[src/rtl/reg_status_file.sv]
// Architectural register file with rename status and ROB-tag to destination map.
// Optional same-cycle commit forwarding on the read ports: define REG_FILE_BYPASS_EN.
`timescale 1ns/1ps
module reg_status_file #(
    parameter int unsigned REG_NUM = 32,
    parameter int unsigned TAG_W   = 4,
    parameter int unsigned XLEN    = 32,
    localparam int unsigned IDX_W  = $clog2(REG_NUM),
    localparam int unsigned TAG_NUM = 2 ** TAG_W
) (
    input  logic             clk_in,
    input  logic             rst_in,
    input  logic             rdy_in,
    input  logic             issue_valid,
    input  logic [IDX_W-1:0] issue_rd,
    input  logic [TAG_W-1:0] issue_tag,
    input  logic [IDX_W-1:0] rs1_idx,
    input  logic [IDX_W-1:0] rs2_idx,
    output logic [XLEN-1:0]  rs1_val,
    output logic             rs1_busy,
    output logic [TAG_W-1:0] rs1_tag,
    output logic [XLEN-1:0]  rs2_val,
    output logic             rs2_busy,
    output logic [TAG_W-1:0] rs2_tag,
    input  logic [TAG_W-1:0] cdb_tag,
    input  logic [XLEN-1:0]  cdb_val,
    input  logic             cdb_active,
    input  logic             predict_fail,
    output logic [31:0]      commit_cnt
);

    logic [XLEN-1:0]  r_regs    [REG_NUM];
    logic [TAG_W-1:0] r_reg_tag [REG_NUM];
    logic [IDX_W-1:0] r_tag_rd  [TAG_NUM];
    logic [REG_NUM-1:0] r_busy;
    logic [TAG_NUM-1:0] r_tag_vld;
    logic [31:0]        r_commit_cnt;

    logic [IDX_W-1:0] w_cm_rd;
    logic             w_cm_hit;

    // Commit lookup always uses the mapping as it stood before this cycle's issue.
    assign w_cm_rd  = r_tag_rd[cdb_tag];
    assign w_cm_hit = cdb_active && r_tag_vld[cdb_tag] && (w_cm_rd != '0);
    assign commit_cnt = r_commit_cnt;

    always_ff @(posedge clk_in or negedge rst_in) begin
        if (!rst_in) begin
            r_regs       <= '{default: '0};
            r_reg_tag    <= '{default: '0};
            r_tag_rd     <= '{default: '0};
            r_busy       <= '0;
            r_tag_vld    <= '0;
            r_commit_cnt <= '0;
        end else if (rdy_in) begin
            if (cdb_active) begin
                r_commit_cnt       <= r_commit_cnt + 32'd1;
                r_tag_vld[cdb_tag] <= 1'b0;
                if (w_cm_hit) begin
                    r_regs[w_cm_rd] <= cdb_val;
                    if (r_reg_tag[w_cm_rd] == cdb_tag) begin
                        r_busy[w_cm_rd] <= 1'b0;
                    end
                end
            end
            // Later assignments override the commit's busy/valid updates.
            if (predict_fail) begin
                r_busy    <= '0;
                r_tag_vld <= '0;
                r_reg_tag <= '{default: '0};
            end else if (issue_valid) begin
                r_tag_rd[issue_tag]  <= issue_rd;
                r_tag_vld[issue_tag] <= 1'b1;
                if (issue_rd != '0) begin
                    r_busy[issue_rd]    <= 1'b1;
                    r_reg_tag[issue_rd] <= issue_tag;
                end
            end
        end
    end

    // Read port: {val, busy, tag}; x0 is hard-wired to zero and never busy.
    function automatic logic [XLEN+TAG_W:0] f_read(input logic [IDX_W-1:0] idx);
        logic [XLEN-1:0]  val;
        logic             busy;
        logic [TAG_W-1:0] tag;
        val  = '0;
        busy = 1'b0;
        tag  = '0;
        if (idx != '0) begin
            val  = r_regs[idx];
            busy = r_busy[idx];
            tag  = busy ? r_reg_tag[idx] : '0;
`ifdef REG_FILE_BYPASS_EN
            if (cdb_active && rdy_in && busy && (r_reg_tag[idx] == cdb_tag)) begin
                val  = cdb_val;
                busy = 1'b0;
                tag  = '0;
            end
`endif
        end
        return {val, busy, tag};
    endfunction

    always_comb begin
        {rs1_val, rs1_busy, rs1_tag} = f_read(rs1_idx);
    end

    always_comb begin
        {rs2_val, rs2_busy, rs2_tag} = f_read(rs2_idx);
    end

endmodule

[config.mk]
export PLATFORM = sky130hd
export DESIGN_NAME = reg_status_file
export DESIGN_NICKNAME = d
export VERILOG_FILES = /design/src/rtl/reg_status_file.sv
export SDC_FILE = /design/constraint.sdc
export NUM_CORES = 2
export LEC_CHECK = 0
export ABC_CLOCK_PERIOD_IN_PS = 5230
export CORE_AREA = 2 2 365 511
export DETAILED_ROUTE_END_ITERATION = 10
export DIE_AREA = 0 0 367 513
export HOLD_SLACK_MARGIN = 0.08
export PLACE_DENSITY = 0.65
export SYNTH_ARGS = -nofsm -noshare
export SYNTH_HDL_FRONTEND = slang
export SYNTH_SLANG_ARGS = --single-unit
export TNS_END_PERCENT = 10
[constraint.sdc]
create_clock -name clk_in -period 5.23 [get_ports clk_in]
set_input_delay 1.046 -clock clk_in [delete_from_list [all_inputs] [get_ports clk_in]]
set_output_delay 1.046 -clock clk_in [all_outputs]
set_load 0.05 [all_outputs]
# Yosys cells after proc, flatten, opt, wreduce, memory -nomap -nowiden
# Index checks and enable logic that the tools add are counted.
# Widths: inputs -> output; s select.
dict set report totals {
  ff_bits 1312
  inputBits 61
  output_inout_bits 106
}
dict set report classes {
  addsub 1
  n_lt_le_gt_ge 19
  n_eq_ne 1
  mux 63
  n_bitwise 13
  reduce_logical 19
}
# op count
set ops {}
lappend ops {{$bwmux 1024} 1}
lappend ops {{$mux 32} 14}
lappend ops {{$mux 128} 3}
lappend ops {{$bmux 32 s5} 2}
lappend ops {{$demux 32 s5} 1}
lappend ops {{$bwmux 128} 1}
lappend ops {{$bwmux 80} 1}
lappend ops {{$mux 16} 4}
lappend ops {{$bmux 4 s5} 3}
lappend ops {{$mux 4} 11}
lappend ops {{$add 32x1->32 const B} 1}
lappend ops {{$and 32x32->32} 1}
lappend ops {{$not 32->32} 1}
lappend ops {{$or 32x32->32} 1}
lappend ops {{$ge 6x6->1 const B} 4}
lappend ops {{$lt 5x6->1 const B} 4}
lappend ops {{$not 5->6} 4}
lappend ops {{$bmux 5 s4} 1}
lappend ops {{$demux 4 s5} 1}
lappend ops {{$demux 5 s4} 1}
lappend ops {{$reduce_bool 5->1} 4}
lappend ops {{$and 16x16->16} 1}
lappend ops {{$not 16->16} 1}
lappend ops {{$or 16x16->16} 1}
lappend ops {{other kinds (19)} 49}

# Logic depth before layout (Yosys ltp)
dict set report depth {
  depth_word 18
  depth_mapped 17
  mapped_depth_nobuf 11
}

# Worst setup path after synthesis
# Ideal clock, no wire load.
dict set report synth_timing {
  path_type {input to output}
  start {input port rs1_idx[0]}
  end {output port rs1_val[22]}
  arrival_ns 4.022
  setup_slack_ns 0.162
  path_stages 8
  cell_sequence {buf_2 -> clkbuf_1 -> buf_1 -> buf_1 -> mux4_2 -> mux4_2 -> mux2i_1 -> nor2_1}
}
dict set report synth_between {
  elab_chain_len 5
  elab_cells_between_ends 6
  classes_between {mux: 4; bitwise: 1; reduce/logical: 1}
}
# item line
set synth_rtl {}
lappend synth_rtl {{start: declaration} 17} ;# input logic [IDX_W-1:0] rs1_idx,
lappend synth_rtl {{$not 5->6 (implied by the code)} 91} ;# val = r_regs[idx];
lappend synth_rtl {{$bmux 32 s5} 91}
lappend synth_rtl {{$mux 32 (implied by the code) (2 in series)} 91}
lappend synth_rtl {{$mux 32 *} 90} ;# if (idx != '0) begin
lappend synth_rtl {{end: declaration} 19} ;# output logic [XLEN-1:0] rs1_val,
# Mark *: on every way between the ends. The rest lies on a longest branch, timed or not. The select of a mux whose other input is x is not followed.

# Worst setup path in the final report
dict set report layout_timing {
  start {input port rs2_idx[0]}
  end {output port rs2_val[23]}
}
dict set report layout_between {
  elab_chain_len 5
  elab_cells_between_ends 6
  classes_between {mux: 4; bitwise: 1; reduce/logical: 1}
}
# item line
set layout_rtl {}
lappend layout_rtl {{start: declaration} 18} ;# input logic [IDX_W-1:0] rs2_idx,
lappend layout_rtl {{$not 5->6 (implied by the code)} 91}
lappend layout_rtl {{$bmux 32 s5} 91}
lappend layout_rtl {{$mux 32 (implied by the code) (2 in series)} 91}
lappend layout_rtl {{$mux 32 *} 90}
lappend layout_rtl {{end: declaration} 22} ;# output logic [XLEN-1:0] rs2_val,
# Marked as above.

==> reports/qor.txt <==
Fin Clk Skew: 0.03492 ns
Complex-gate fraction of the synthesized area: 0.02788
Ys flop type: sky130_fd_sc_hd__dfrtp_1
Max-cap check violation count: 0
Cell family contributing the most delay on the critical path: multiplexers
Total of fill cells in the finished design: 16220
Syn avg cell area: 14.97 um^2
Ratio of final minimum period to clock period: 0.9141
Wirelength, routed: 221000 um
Fmax: 0.2092 GHz
Final critical delay including setup and external delays: 4.781 ns
Tightest Pin Transition: 1.306 ns
Delay contributed by the slowest stage of the critical path: 0.51 ns
Top cell type's share of synthesized area: 0.4604
Count of warnings emitted by yosys: 0
Max Root-Sink Buffers: 3
Total of endpoints with negative setup slack in the final report: 0
Worst path buffer plus inverter count: 5
Number of global-route vias before repair: 47820
Final nets: 4868
Initial DRC count: 4391
Count of input and output buffers: 166
Critical Path Stages: 9
Number of placed instances with taps included: 7112
Arrival time reported for the critical path endpoint: 3.73 ns
Area of the mapped netlist: 71310 um^2
First-pass iteration count of the detailed router: 7
Detail-routed net length per standard cell: 30.03 um
Cells taking the most area after synthesis: sky130_fd_sc_hd__dfrtp_1, sky130_fd_sc_hd__mux4_2, sky130_fd_sc_hd__mux2_2
Nature of the critical path startpoint: input port
Multiplexer fraction of the synthesized cell area: 0.4397
Routed wire length on met2: 108500 um
Xor/xnor cell area share of the yosys netlist: 0.004053
RSZ-0062 raised after global routing: false
P&R area growth vs syn: 14.36%
DP Worst Slack: -0.005158 ns
Most frequent cells in the layout: sky130_fd_sc_hd__dfrtp_1, sky130_fd_sc_hd__mux2_2, sky130_fd_sc_hd__mux4_2
Yosys reg bits: 1312
Async set-reset flop share out of synthesis: 1.000
Leakage power figure: 36.26 nW
Via density per instance: 6.180
Footprint of the multi-input gates: 36370 um^2
Count of flip-flops with a built-in enable after synthesis: 0
Sequential share of the synthesized area: 0.4604
Register cell area after layout: 32830 um^2
TritonCTS clock tree: built
Setup slack after layout: 0.4492 ns
Total I/O pin count: 167
Required time of the worst setup path: 4.18 ns
Leftover overflow at the end of global routing: 0
Kind of path behind the tightest hold check: input port to asynchronous set/reset pin
Std cell rows: 186
Setup repair bufs after CTS: 0
Number of routed nets with antenna violations: 0
Main combinational cell family by area after synthesis: multiplexers
Half-perimeter wire length after detailed placement: 139600 um
Worst-case reg-to-reg path depth: 8
Clock-pin slew reported for the worst setup and hold paths after clock tree synthesis: 0.06 ns
Hold Fails Final Rpt: 0
TritonCTS buffer count: 136
Ratio of cells with drive above 1 in the final layout: 0.4985
Gates resized, CTS repair: 0
Final RePlAce weighted congestion: 0.9146
Initial core utilization: 0.3888
Number of standard cells in the final layout excluding fillers: 7358
Cell-by-cell trace of the critical path: buf_8 > buf_12 > buf_12 > buf_4 > mux4_2 > mux4_2 > mux2i_1 > nor2_1 > buf_4
CTS Root Cell: sky130_fd_sc_hd__clkbuf_16
Power consumption: 23.75 mW
Top layer reached by signal wires: met5
Die width: 367 um
Amount of wire on met3 after detailed routing: 13120 um
CTS HTree Levels: 4
Leading cell type in the layout, fill and taps excluded: sky130_fd_sc_hd__dfrtp_1
First-pass GRT wire length: 328800 um
Clock sink total: 1312
Area inside the core boundary: 183400 um^2
Mapped Cells: 4763
Hold bufs inserted after CTS: 0
Max-slew violation count: 0
Count of vias placed by the detailed router: 45480
Number of distinct standard cells referenced by the synthesized netlist: 70
Cell accounting for the most synthesized area: sky130_fd_sc_hd__dfrtp_1
Antenna violations before repair: 9
Power per standard cell area: 291.2 nW/um^2
Critical Path End Type: output pin
Area share of fa/ha/maj cells after synthesis: 0.0001755
Overall global routing resource usage: 0.2347
Worst slew margin relative to its limit: 0.1266
Die area: 188300 um^2
Simple-gate share of the synthesized area: 0.03446
Run status: finished clean
Number of design rule violations left after detail routing: 0
Clock latency on the worst-skew pair: 0.80 ns
Met1 Routed Length: 89700 um
Category of the critical setup timing path: input port to output pin
Highest fanout seen on the critical path: 28
Hold WS: 0.1796 ns
Vertical die dimension: 513 um
Critical Path Slowest Stage Cell: sky130_fd_sc_hd__mux4_2
Highest ir drop seen on vdd: 381.5 uV
Number of nets produced by synthesis: 4825
Pin count of the biggest net entering global routing: 156
## state kept, by name, indices dropped and copies added (netlist names)
| name | flops |
|---|---|
| r_tag_vld | 16 |
| r_busy | 32 |
| r_reg_tag | 128 |
| r_tag_rd | 80 |
| r_regs | 1024 |
| commit_cnt | 32 |
## power breakdown
part,total (mW),internal [mW],switching [mW]
Sequential,10.9,10.5,0.392
Combinational,2.88,1.17,1.71
Clock,9.99,5.62,4.37
Total,23.7,17.3,6.47
## Yosys cell counts, types with 47 or more instances
| master | count |
|---|---|
| sky130_fd_sc_hd__buf_1 | 70 |
| sky130_fd_sc_hd__inv_1 | 57 |
| sky130_fd_sc_hd__o2bb2ai_1 | 70 |
| sky130_fd_sc_hd__mux4_2 | 763 |
| sky130_fd_sc_hd__buf_2 | 94 |
| sky130_fd_sc_hd__mux2_2 | 1073 |
| sky130_fd_sc_hd__nand2_1 | 189 |
| sky130_fd_sc_hd__dfrtp_1 | 1312 |
| sky130_fd_sc_hd__clkbuf_1 | 315 |
| sky130_fd_sc_hd__o22ai_1 | 47 |
| sky130_fd_sc_hd__nor2_1 | 156 |
| sky130_fd_sc_hd__mux2i_1 | 203 |
## routing by layer
metal,GRT usage,up-vias
met1,0.3074,24750
li1,-,18490
met3,0.03891,481
met2,0.3876,1745
met4,0.09673,10
met5,0,-
## metrics by stage
step,setup TNS [ns],util,area (um^2)
2_1_floorplan,0,-,71310
3_3_place_gp,-0.003004,0.4200,77020
3_5_place_dp,-0.005158,0.4200,77020
4_1_cts,0,0.4446,81540
5_1_grt,0,0.4447,81540
6_report,0,0.4447,81550
## layout make-up
cell class	count	area share
multi-input cells	2888	0.4459
flip-flops and latches	1312	0.4026
repair buffers	411	0.05585
clock buffers	189	0.04787
well taps	2444	0.03750
clock inverters	54	0.007518
inverters	57	0.002624
diodes	3	0.00009206
## logic make-up (layout without fill, tap and decap cells)
| logic type | count (synthesis) | after routing |
|---|---|---|
| XOR/XNOR | 33 | 33 |
| multiplexers | 2044 | 2044 |
| AO/OA/AOI/OAI | 278 | 278 |
| flip-flops | 1312 | 1312 |
| other | 0 | 3 |
| AND/OR/NAND/NOR | 532 | 532 |
| adder cells (fa/ha/maj) | 1 | 1 |
| buffers and inverters | 563 | 711 |
## path summary, 6_finish.rpt
check / slack, ns / from / endpoint
setup / recovery: 0.45 / rs2_idx[0] / rs2_val[23]
hold / removal: 0.18 / rst_in / r_regs[824]$_DFFE_PN0P_
setup reg to reg: 1.20 / r_tag_rd[15]$_DFFE_PN0P_ / r_busy[8]$_DFFE_PN0P_
hold reg to reg: 0.39 / r_regs[1000]$_DFFE_PN0P_ / r_regs[1000]$_DFFE_PN0P_
min in group clk_in: 0.39 / r_regs[1000]$_DFFE_PN0P_ / r_regs[1000]$_DFFE_PN0P_
max in group asynchronous: 3.54 / rst_in / r_regs[808]$_DFFE_PN0P_
No activity file was read; power rests on OpenSTA's default activity.
